<file path="src/rtl/branch_pkg.sv">
// Shared types for the branch sequencer: FSM state encoding, condition-field
// codes and the per-state control strobe bundle.
package branch_pkg;

    typedef enum logic [2:0] {
        ST_IDLE = 3'd0,
        ST_EVAL = 3'd1,
        ST_PC_Y = 3'd2,
        ST_ADD  = 3'd3,
        ST_WB   = 3'd4,
        ST_DONE = 3'd5
    } state_e;

    // IR C2 field codes; the condition flip-flop interprets them.
    localparam logic [1:0] BR_ZERO    = 2'b00;
    localparam logic [1:0] BR_NONZERO = 2'b01;
    localparam logic [1:0] BR_POS     = 2'b10;
    localparam logic [1:0] BR_NEG     = 2'b11;

    typedef struct packed {
        logic gra;
        logic r_out;
        logic con_enable;
        logic pc_out;
        logic y_in;
        logic c_out;
        logic alu_add;
        logic z_in;
        logic zlow_out;
        logic pc_in;
        logic done;
    } strobe_t;

endpackage

</file>
<file path="src/rtl/branch_step_decode.sv">
// Pure combinational map from sequencer state to datapath control strobes.
// pc_in is qualified by the registered condition result.
module branch_step_decode
    import branch_pkg::*;
(
    input  state_e  state_i,
    input  logic    taken_i,
    output strobe_t strobe_o
);

    always_comb begin
        strobe_o = '0;
        unique case (state_i)
            ST_IDLE: ;
            ST_EVAL: begin
                strobe_o.gra        = 1'b1;
                strobe_o.r_out      = 1'b1;
                strobe_o.con_enable = 1'b1;
            end
            ST_PC_Y: begin
                strobe_o.pc_out = 1'b1;
                strobe_o.y_in   = 1'b1;
            end
            ST_ADD: begin
                strobe_o.c_out   = 1'b1;
                strobe_o.alu_add = 1'b1;
                strobe_o.z_in    = 1'b1;
            end
            ST_WB: begin
                strobe_o.zlow_out = 1'b1;
                strobe_o.pc_in    = taken_i;
            end
            ST_DONE: strobe_o.done = 1'b1;
            default: ;
        endcase
    end

endmodule

</file>
<file path="src/rtl/branch_seq.sv">
// Conditional-branch sequencer (brzr/brnz/brpl/brmi) for the phase-3 datapath.
// Optional BRANCH_EARLY_EXIT_EN: not-taken branches jump EVAL -> DONE.
//
// state   | meaning
// IDLE    | waiting for a decoded branch
// EVAL    | Ra on bus, condition flip-flop enabled, sample con_q
// PC_Y    | PC -> Y
// ADD     | C + Y -> Z
// WB      | Z low -> bus, PC loaded only if taken
// DONE    | one-cycle completion pulse
module branch_seq
    import branch_pkg::*;
#(
    parameter int BITS = 32
) (
    input  logic       clk,
    input  logic       reset,
    input  logic       start,
    input  logic [1:0] ir_c2_in,
    input  logic       hold,
    input  logic       con_q,
    output logic       con_enable,
    output logic [1:0] ir_c2,
    output logic       gra,
    output logic       r_out,
    output logic       pc_out,
    output logic       y_in,
    output logic       c_out,
    output logic       alu_add,
    output logic       z_in,
    output logic       zlow_out,
    output logic       pc_in,
    output logic       busy,
    output logic       taken,
    output logic       done
);

    if (BITS < 1) begin : g_bits_chk
        $error("branch_seq: BITS must be at least 1");
    end

    state_e     state_q, state_d;
    logic       taken_q, taken_d;
    logic [1:0] ir_c2_q, ir_c2_d;
    strobe_t    strobe;

    always_ff @(posedge clk or posedge reset) begin
        if (reset) begin
            state_q <= ST_IDLE;
            taken_q <= 1'b0;
            ir_c2_q <= BR_ZERO;
        end else begin
            state_q <= state_d;
            taken_q <= taken_d;
            ir_c2_q <= ir_c2_d;
        end
    end

    // hold freezes everything, including the EVAL sample of con_q.
    always_comb begin
        state_d = state_q;
        taken_d = taken_q;
        ir_c2_d = ir_c2_q;
        if (!hold) begin
            unique case (state_q)
                ST_IDLE: begin
                    if (start) begin
                        ir_c2_d = ir_c2_in;
                        taken_d = 1'b0;
                        state_d = ST_EVAL;
                    end
                end
                ST_EVAL: begin
                    taken_d = con_q;
`ifdef BRANCH_EARLY_EXIT_EN
                    state_d = con_q ? ST_PC_Y : ST_DONE;
`else
                    state_d = ST_PC_Y;
`endif
                end
                ST_PC_Y: state_d = ST_ADD;
                ST_ADD:  state_d = ST_WB;
                ST_WB:   state_d = ST_DONE;
                ST_DONE: state_d = ST_IDLE;
                default: state_d = ST_IDLE;
            endcase
        end
    end

    branch_step_decode u_decode (
        .state_i  (state_q),
        .taken_i  (taken_q),
        .strobe_o (strobe)
    );

    assign gra        = strobe.gra;
    assign r_out      = strobe.r_out;
    assign con_enable = strobe.con_enable;
    assign pc_out     = strobe.pc_out;
    assign y_in       = strobe.y_in;
    assign c_out      = strobe.c_out;
    assign alu_add    = strobe.alu_add;
    assign z_in       = strobe.z_in;
    assign zlow_out   = strobe.zlow_out;
    assign pc_in      = strobe.pc_in;
    assign done       = strobe.done;
    assign busy       = (state_q != ST_IDLE);
    assign taken      = taken_q;
    assign ir_c2      = ir_c2_q;

endmodule

</file>
<file path="config.mk">
export PLATFORM = sky130hd
export DESIGN_NAME = branch_seq
export DESIGN_NICKNAME = d
export VERILOG_FILES = /design/src/rtl/branch_pkg.sv /design/src/rtl/branch_step_decode.sv /design/src/rtl/branch_seq.sv
export SDC_FILE = /design/constraint.sdc
export NUM_CORES = 1
export LEC_CHECK = 0
export CORE_AREA = 2 2 39 41
export DETAILED_ROUTE_END_ITERATION = 8
export DIE_AREA = 0 0 41 43
export GPL_TIMING_DRIVEN = 0
export PLACE_DENSITY_LB_ADDON = 0.12
export SLEW_MARGIN = 20
export SYNTH_ARGS = -nofsm -noshare
export SYNTH_HDL_FRONTEND = slang
export SYNTH_SLANG_ARGS = --single-unit
</file>
<file path="constraint.sdc">
create_clock -name clk -period 2.2 [get_ports clk]
set_input_delay 0.44 -clock clk [delete_from_list [all_inputs] [get_ports clk]]
set_output_delay 0.44 -clock clk [all_outputs]
set_load 0.005 [all_outputs]
</file>
# Word-level counts from Yosys, hierarchy flattened
# Index checks and enable logic that the tools add are counted.
[classes]
eq_ne = 6
n_mux = 9
bitwise_logic = 1
reduce_logical = 6
[ops]
columns = ["op", "count"]
rows = [
  ["one-hot mux 3 bit (5 select lines)", 1],
  ["two-way mux 3 bit", 3],
  ["== test 3 x 2 -> 1 bit, second input constant", 2],
  ["== test 3 bit, second input constant", 2],
  ["AND reduction 3 bit", 2],
  ["two-way mux 2 bit", 2],
  ["== test 3 x 1 -> 1 bit, second input constant", 1],
  ["logical NOT 3 bit", 1],
  ["nonzero test 3 bit", 1],
  ["two-way mux 1 bit", 2],
  ["!= test 2 bit, second input constant", 1],
  ["one-hot mux 1 bit (2 select lines)", 1],
  ["AND reduction 2 bit", 1],
  ["nonzero test 2 bit", 1],
  ["NOT 1 bit", 1],
]
[word_totals]
regBits = 6
in_bits = 7
output_inout_bits = 15
word_cells = 25

# Logic depth before layout (Yosys ltp)
# Gate-level depths: netlist of the first run.
[logic_depth]
ltp_word = 3
depth_mapped = 5
mapped_depth_nobuf = 3

# By module
# A second synthesis of the first run with hierarchy kept.
[unflattened]
cells_unflattened = 36
hier_area_um2 = 380.4
[by_module_without_submodules]
columns = ["module", "n_inst", "cells_each", "area_per_inst_um2", "seq_area_each_um2"]
rows = [
  ["branch_seq", 1, 25, 287.8, 150.1],
  ["branch_step_decode", 1, 11, 92.6, 0.0],
]

# Worst setup path before layout of the first run
# OpenSTA, ideal clock, no wires.
[synth_timing]
path_type = "flip-flop to output port"
from = "reg state_q[0]"
to = "out gra"
arrival_ns = 0.998
required_ns = 1.760
setup_slack_ns = 0.762
path_stages_with_launch = 5
n_path_buf = 2
path_cell_list = "dfrtp_1 > buf_6 > nor2b_1 > nor2b_1 > buf_4"
[synth_via]
elab_chain_len = 2
[synth_lines]
columns = ["element", "line", "source"]
rows = [
  ["start, declared", "branch_seq.sv:42", "state_e state_q, state_d;"],
  ["start signal, assigned", "branch_seq.sv:53", "state_q <= state_d;"],
  ["== test 3 x 1 -> 1 bit", "branch_step_decode.sv:13", "unique case (state_i)"],
  ["two-way mux 3 bit", "branch_step_decode.sv:13", ""],
  ["end, declared", "branch_seq.sv:24", "output logic gra,"],
]
# No other way between the ends.

# Worst setup path in the final report of the first run
[layout_timing]
from = "reg state_q[1]"
to = "out z_in"
[layout_via]
elab_chain_len = 2
[layout_lines]
columns = ["element", "line", "source"]
rows = [
  ["== test 3 x 2 -> 1 bit", "branch_step_decode.sv:13", ""],
  ["two-way mux 3 bit", "branch_step_decode.sv:13", ""],
  ["end, declared", "branch_seq.sv:30", "output logic z_in,"],
]
# No other way between the ends.

==> results of run 1 <==
==> per-layer routing <==
layer	share of wire, %	vias to the layer above
met5	0	-
met4	2.0	0
met3	6.8	2
met2	45	15
met1	46	156
li1	-	180
==> repair_timing <==
item	4_1_cts	5_1_grt
setup endpoints to repair	2	6
gates resized for setup	1	4
buffers inserted	0	0
endpoints found under the hold margin	0	0
==> kinds of logic after synthesis <==
kind of cell / after synthesis / synth area share, %
compound gates: 7 / 14.6
buf+inv: 10 / 17.2
flops: 6 / 39.7
mux: 3 / 8.61
simple gates: 14 / 19.9
==> critical path, delay by kind of cell (launching register included) <==
kind	cells	cell delay (ps)
simple gates	1	100
flops	1	360
buf+inv	4	930
==> flip-flops by register name, summed over array words and instances, names as in the netlist <==
| name | flops |
|---|---|
| ir_c2 | 2 |
| state_q | 3 |
| taken | 1 |
==> where the power goes <==
| part | internal, mW | switching, mW |
|---|---|---|
| Clock | 0.0615 | 0.0369 |
| Combinational | 0.375 | 0.200 |
| Sequential | 0.166 | 0.0454 |
==> layout make-up <==
cell class	instances	area [um2]	share of cell area, %
Timing Repair Buffer	21	210	32.5
Multi-Input combinational cell	24	178	27.5
Sequential cell	6	151	23.4
Buffer	7	53.8	8.32
Clock buffer	3	22.5	3.48
Tap cell	16	20.0	3.09
Inverter	3	11.3	1.74
==> placed cells by master, fill, tap and decap left out, types with 2 or more instances in the layout <==
cell and n:
clkdlybuf4s50_1 21, buf_4 5, dfrtp_1 5, o21ai_0 3, inv_1 3, clkbuf_4 3, nor3_1 2, nor2b_4 2
nand2_1 2, nor2_1 2, mux2_2 2, and2_1 2
==> path summary, 6_finish.rpt <==
| kind | from | endpoint | slack [ps] | depth (start not counted) |
|---|---|---|---|---|
| max | state_q[1] | z_in | 110 | 5 |
| min | reset | state_q[1] | 410 | 2 |
| max reg2reg | state_q[0] | ir_c2[0] | 1020 | 4 |
| min reg2reg | ir_c2[0] | ir_c2[0] | 500 | 1 |
| max in group asynchronous | reset | state_q[2] | 1570 | 2 |
| min in group clk | ir_c2[0] | ir_c2[0] | 500 | 1 |
==> results.py, run 1 <==
metrics = {
    "critical_path": {
        "crit_arrival_ps": 1650,
        "crit_chain": "buf_2 -> nand2_1 -> inv_1 -> buf_4 -> clkdlybuf4s50_1",
        "critical_path_required_ps": 1760,
        "end_kind": "output port",
        "crit_fanout": 10,
        "crit_slowest_cell": "clkdlybuf4s50_1",
        "critPathKind": "reg -> out",
        "cp-start-kind": "flip-flop",
        "cpPeakStageDelay_ps": 480,
    },
    "synthesis": {
        "synth_commonest_cells": "dfrtp_1, buf_4, inv_1, o21ai_0",
        "netlist.top_cell.by_area": "dfrtp_1",
        "async_flop_share_pct": 100,
        "synthCells": 40,
        "synthDistinctLibCells": 21,
        "synth_most_common_cell": "dfrtp_1",
        "synth_edf_count": 0,
        "ys.flop_type": "dfrtp_1",
        "syn_area_per_cell_um2": 9.45,
        "ys_seq_elements": 6,
        "synth_top_area_share_pct": 39.7,
        "synthesis.area_um2": 378,
        "ys_seq_area_share_pct": 39.7,
        "synth_area_leaders": "dfrtp_1, buf_4, mux2_2",
        "yosys_warnings": 0,
        "syn-num-nets": 47,
    },
    "sta": {
        "whs_ps": 415,
        "fin_skew_ps": 0.513,
        "rsz0062_at_grt": "false",
        "worst_pin_slew_ps": 266,
        "slew-limit-headroom_pct": 82.2,
        "setup_viol": 0,
        "hold_violations": 0,
        "finalCritPeriodShare_pct": 94.9,
        "setup-tns-final_ps": 0,
        "max_freq_ghz": 0.479,
        "worst_slack_ps": 113,
        "period_needed_ps": 2090,
        "finalMaxSlewViolations": 0,
    },
    "die": {
        "rows": 14,
        "io_pins": 22,
        "core_area_mm2": 0.00138,
        "die-area_mm2": 0.00176,
        "die_h_um": 43,
        "die_x_um": 41,
        "start_util_pct": 27.3,
    },
    "placed_design": {
        "pre_cts_ws_ps": 235,
        "place_hpwl_um": 616,
        "place_congestion": 0.671,
        "place_inst": 77,
        "port_buffers": 21,
        "dpl_cell_area_um2": 608,
    },
    "grt": {
        "grt_overflow": 0,
        "grt_pass1_vias": 335,
        "grt_usage_pct": 11.1,
        "busiest_layer": "met1",
        "gr-usage-met1_pct": 15.5,
        "grt_max_degree": 11,
        "gr-usage-met2_pct": 13.8,
        "grt_use_met3_pct": 2.09,
        "grt_pass1_wl_mm": 1.31,
        "antenna_found_initial": 0,
    },
    "clock_tree": {
        "htree_levels": 1,
        "cts.sinks": 6,
        "root_buffer": "clkbuf_4",
        "hold_buffers": 0,
        "clock_path_buffers": 2,
        "clkTransAtPathRegs_ps": 40,
        "worstSkewPairLatency_ps": 240,
        "cts_tree": "done",
        "numCtsBuffers": 3,
    },
    "power": {
        "vdd_drop_max_mv": 0.582,
        "power_density_mw_per_mm2": 1370,
        "leakage_nw": 0.279,
        "p_total_mw": 0.885,
    },
    "layout": {
        "antenna_cells": 0,
        "stdcell_count": 80,
        "final_cell_area_um2": 647,
        "fin_util_pct": 46.7,
        "n_fill_cell": 144,
        "area_growth_pct": 71.2,
        "fin_nets": 73,
        "drive_gt1_share_pct": 26.6,
    },
    "routing": {
        "drc": 0,
        "vias": 353,
        "ant_nets": 0,
        "drt-wirelength-per-cell_um": 9.78,
        "via_per_inst": 4.41,
        "drt_wl_total_um": 782,
        "first_iter_violations": 1,
        "dr.pass1.iters": 2,
    },
    "flow_run": {
        "max_cap_violations": 0,
    },
    "status": {
        "status": "finished, final reports clean",
    },
    "hold_path": {
        "hp-class": "in -> async",
    },
}
Note: power is estimated with default switching activity, not from simulation.
==> run 2, diff against run 1 <==
==> constraint.sdc (replaced) <==
create_clock -name clk -period 2.6 [get_ports clk]
set_input_delay 0.39 -clock clk [delete_from_list [all_inputs] [get_ports clk]]
set_output_delay 0.39 -clock clk [all_outputs]
set_load 0.005 [all_outputs]
==> results.py, run 2 (synthesis gave the netlist of run 1 again) <==
metrics = {
    "critical_path": {
        "crit_fanout": 10,
        "critical_path_required_ps": 2210,
        "critPathKind": "reg -> out",
        "r2r_start": "state_q[0]",
        "crit_arrival_ps": 1760,
        "endpoint": "gra",
        "r2r.worst_path.cells": 4,
        "r2r_end": "ir_c2[0]",
        "crit_path_start": "state_q[0]",
        "cp-start-kind": "flip-flop",
        "r2r_slack_ps": 1420,
        "end_kind": "output port",
    },
    "grt": {
        "grt_overflow": 0,
        "grt_usage_pct": 11.1,
        "grt_max_degree": 11,
        "antenna_found_initial": 0,
        "grt_pass1_vias": 335,
        "grt_use_met3_pct": 2.09,
        "grt_pass1_wl_mm": 1.31,
        "gr-usage-met2_pct": 13.8,
        "gr-usage-met1_pct": 15.5,
        "busiest_layer": "met1",
    },
    "power": {
        "internal_power_mw": 0.492,
        "vdd_drop_max_mv": 0.472,
        "power.switching_mw": 0.228,
        "p_comb_share_pct": 64.3,
        "power_density_mw_per_mm2": 1140,
        "clockPowerShare_pct": 11.6,
        "swShare_pct": 31.6,
        "seq_power_share_pct": 24.1,
        "leakage_nw": 0.273,
    },
    "layout": {
        "layout_commonest_cell": "clkdlybuf4s50_1",
        "fin_util_pct": 45.6,
        "n_fill_cell": 146,
        "final_cell_area_um2": 631,
        "area_growth_pct": 66.9,
        "fin_nets": 73,
        "drive_gt1_share_pct": 21.9,
        "register_area_um2": 150,
        "multi_input_area_um2": 163,
        "final_cell_mix": "clkdlybuf4s50_1, dfrtp_1, buf_4",
        "top_register": "state_q",
        "antenna_cells": 0,
        "largest_register_ffs": 3,
    },
    "die": {
        "die-area_mm2": 0.00176,
        "core_area_mm2": 0.00138,
        "io_pins": 22,
        "rows": 14,
        "start_util_pct": 27.3,
        "die_x_um": 41,
        "die_h_um": 43,
    },
    "routing": {
        "drc": 0,
        "ant_nets": 0,
        "vias": 352,
        "drt_wl_total_um": 760,
        "dr.pass1.iters": 2,
        "via_per_inst": 4.40,
        "first_iter_violations": 3,
        "drt-wirelength-per-cell_um": 9.50,
    },
    "sta": {
        "fin_skew_ps": 0.510,
        "hold_violations": 0,
        "setup_viol": 0,
        "max_freq_ghz": 0.466,
        "worst_pin_slew_ps": 272,
        "period_needed_ps": 2150,
        "rsz0062_at_grt": "false",
        "slew-limit-headroom_pct": 81.8,
        "finalCritPeriodShare_pct": 82.5,
        "finalMaxSlewViolations": 0,
        "setup-tns-final_ps": 0,
    },
    "clock_tree": {
        "htree_levels": 1,
        "root_buffer": "clkbuf_4",
        "clkTransAtPathRegs_ps": 40,
        "numCtsBuffers": 3,
        "postCtsSetupBuffers": 0,
        "cts_tree": "done",
        "clock_path_buffers": 2,
        "ctsResizeCount": 0,
        "hold_buffers": 0,
        "worstSkewPairLatency_ps": 240,
        "cts.sinks": 6,
    },
    "placed_design": {
        "port_buffers": 21,
        "place_hpwl_um": 616,
        "place_congestion": 0.671,
        "dpl_cell_area_um2": 608,
    },
    "status": {
        "status": "finished, final reports clean",
    },
    "flow_run": {
        "max_cap_violations": 0,
    },
    "hold_path": {
        "hp-class": "in -> async",
    },
}
-- run 2: worst min-delay path by stage --
stage                  start       end  slack [ps]  cells after the start
floorplan              reset  ir_c2[0]         180                      1
global placement    ir_c2[0]  ir_c2[0]         490                      1
detailed placement  ir_c2[0]  ir_c2[0]         490                      1
CTS                    reset  ir_c2[1]         360                      2
global route           reset  ir_c2[1]         410                      2
finish                 reset  ir_c2[1]         370                      2
-- run 2: final cells by class --
class / count / area share [%]
Timing Repair Buffer: 21 / 33.3
Multi-Input combinational cell: 24 / 25.8
Sequential cell: 6 / 23.8
Buffer: 7 / 8.53
Clock buffer: 3 / 3.57
Tap cell: 16 / 3.17
Inverter: 3 / 1.79
-- run 2: routing by layer --
metal	part of all wire [%]	vias up	wire length [um]
li1	-	181	-
met3	7.0	2	53
met4	2.1	0	16
met2	44	15	333
met5	0	-	0
met1	47	154	356
-- run 2: critical path, stage by stage, from the launching register on --
cell	delay, ps
dfrtp_1	330
buf_6	130
nor2b_1	200
nor2b_1	230
buf_4	140
clkdlybuf4s50_1	490
-- run 2: power by group through the flow --
stage               clock network [mW]  logic, mW  registers (mW)
floorplan                            0      0.239           0.173
global placement                     0      0.467           0.175
detailed placement                   0      0.468           0.176
CTS                             0.0897      0.469           0.175
global route                    0.0936      0.510           0.181
finish                          0.0833      0.463           0.174
-- run 2: per-stage QoR --
stage	std cells	total power, mW	hold slack [ps]	setup WS (ps)
4_1_cts	80	0.734	365	418
2_1_floorplan	40	0.412	181	1210
3_5_place_dp	77	0.644	494	685
6_report	80	0.720	366	455
5_1_grt	80	0.784	414	297
3_3_place_gp	77	0.643	491	695
==> run 3, diff against run 2 <==
==> constraint.sdc (replaced) <==
create_clock -name clk -period 1.9 [get_ports clk]
set_input_delay 0.285 -clock clk [delete_from_list [all_inputs] [get_ports clk]]
set_output_delay 0.285 -clock clk [all_outputs]
set_load 0.005 [all_outputs]
==> results.py, run 3 (synthesis gave the netlist of run 1 again) <==
metrics = {
    "layout": {
        "layout_commonest_cell": "clkdlybuf4s50_1",
        "largest_register_ffs": 3,
        "final_cell_mix": "clkdlybuf4s50_1, buf_4, dfrtp_1, dlymetal6s2s_1",
        "fin_nets": 79,
        "top_register": "state_q",
        "final_cell_area_um2": 728,
        "antenna_cells": 0,
        "drive_gt1_share_pct": 41.4,
        "area_growth_pct": 92.7,
    },
    "sta": {
        "worst_pin_slew_ps": 267,
        "period_needed_ps": 1840,
        "slew-limit-headroom_pct": 82.2,
        "finalCritPeriodShare_pct": 96.7,
        "finalMaxSlewViolations": 0,
        "max_freq_ghz": 0.544,
        "setup_viol": 0,
        "setup-tns-final_ps": 0,
        "hold_violations": 0,
        "rsz0062_at_grt": "false",
        "fin_skew_ps": 0.808,
    },
    "clock_tree": {
        "clkTransAtPathRegs_ps": 40,
        "root_buffer": "clkbuf_4",
        "htree_levels": 1,
        "hold_buffers": 0,
        "cts.sinks": 6,
        "numCtsBuffers": 3,
        "clock_path_buffers": 2,
        "cts_tree": "done",
        "worstSkewPairLatency_ps": 240,
    },
    "routing": {
        "drc": 0,
        "via_per_inst": 4.45,
        "first_iter_violations": 2,
        "dr.pass1.iters": 2,
        "drt-wirelength-per-cell_um": 10.1,
        "ant_nets": 0,
        "vias": 383,
        "drt_wl_total_um": 870,
    },
    "die": {
        "io_pins": 22,
        "die_h_um": 43,
        "die_x_um": 41,
        "core_area_mm2": 0.00138,
        "die-area_mm2": 0.00176,
        "rows": 14,
        "start_util_pct": 27.3,
    },
    "grt": {
        "grt_max_degree": 11,
        "grt_pass1_vias": 353,
        "grt_usage_pct": 11.6,
        "antenna_found_initial": 0,
        "grt_pass1_wl_mm": 1.37,
        "grt_overflow": 0,
    },
    "power": {
        "vdd_drop_max_mv": 0.709,
        "leakage_nw": 0.396,
        "power_density_mw_per_mm2": 1590,
    },
    "placed_design": {
        "port_buffers": 21,
        "dpl_cell_area_um2": 608,
        "place_hpwl_um": 616,
        "place_congestion": 0.671,
    },
    "critical_path": {
        "crit_fanout": 10,
        "critical_path_required_ps": 1620,
        "crit_arrival_ps": 1550,
        "crit_path_start": "state_q[1]",
        "r2r_start": "state_q[2]",
        "critPathKind": "reg -> out",
        "end_kind": "output port",
        "cp-start-kind": "flip-flop",
    },
    "flow_run": {
        "max_cap_violations": 0,
    },
    "hold_path": {
        "hp-class": "in -> async",
    },
    "status": {
        "status": "finished, final reports clean",
    },
}
run 3: changes by cell type in the layout (fill, tap and decap cells not counted), moves of 2 or more:
cell	delta
buf_4	+6
clkdlybuf4s50_1	-5
dlymetal6s2s_1	+5
inv_1	-2
inv_2	+2
nor2b_1	-2
nor2b_4	+2
run 3: layout make-up:
class	count	area (um2)
fill	140	656
timing repair buffer	27	268
multi-input combinational	24	195
sequential	6	151
buffer	7	60.1
clock buffer	3	22.5
tap	16	20.0
inverter	3	11.3
run 3: worst max-delay path, stage by stage (launching register included):
cell,delay (ps)
dfrtp_1,400
buf_6,160
or3_1,300
clkdlybuf4s50_1,440
run 3: metrics by stage:
stage	power (mW)	util, %	instances	hold WS [ps]	setup slack [ps]
after floorplan	0.564	-	40	76.0	617
after global placement	0.880	43.9	77	491	99.9
after detailed placement	0.881	43.9	77	494	90.4
after CTS	1.10	48.9	83	260	1.45
after global routing	1.25	52.6	86	309	0.234
final	1.16	52.6	86	259	63.2
run 3: path summary, 6_finish.rpt:
check | endpoint | slack, ps | cells past startpoint
min in group clk | ir_c2[0] | 500 | 1
max in group asynchronous | state_q[2] | 1430 | 2
worst max register to register | state_q[0] | 580 | 5
worst min-delay path | state_q[1] | 260 | 2
worst min register to register | ir_c2[0] | 500 | 1
worst max-delay path | busy | 60 | 3
run 3: per-layer routing:
| layer | wire (um) | GRT usage (%) |
|---|---|---|
| met5 | 0 | 0 |
| met4 | 16 | 10.0 |
| met3 | 55 | 2.09 |
| met2 | 408 | 15.0 |
| met1 | 390 | 15.8 |
run 3: power breakdown:
| part | switching, mW | internal [mW] | total, mW | leakage, nW |
|---|---|---|---|---|
| sequential | 0.0566 | 0.192 | 0.249 | 0.0727 |
| clock | 0.0427 | 0.0712 | 0.114 | 0.0138 |
| combinational | 0.272 | 0.524 | 0.796 | 0.309 |
run 3: timing repair:
item / 4_1_cts / 5_1_grt
resized for setup: 8 / 11
setup endpoints to repair: 8 / 7
endpoints found under the hold margin: 0 / 0
buffers inserted: 3 / 3
pin swaps: 0 / 2
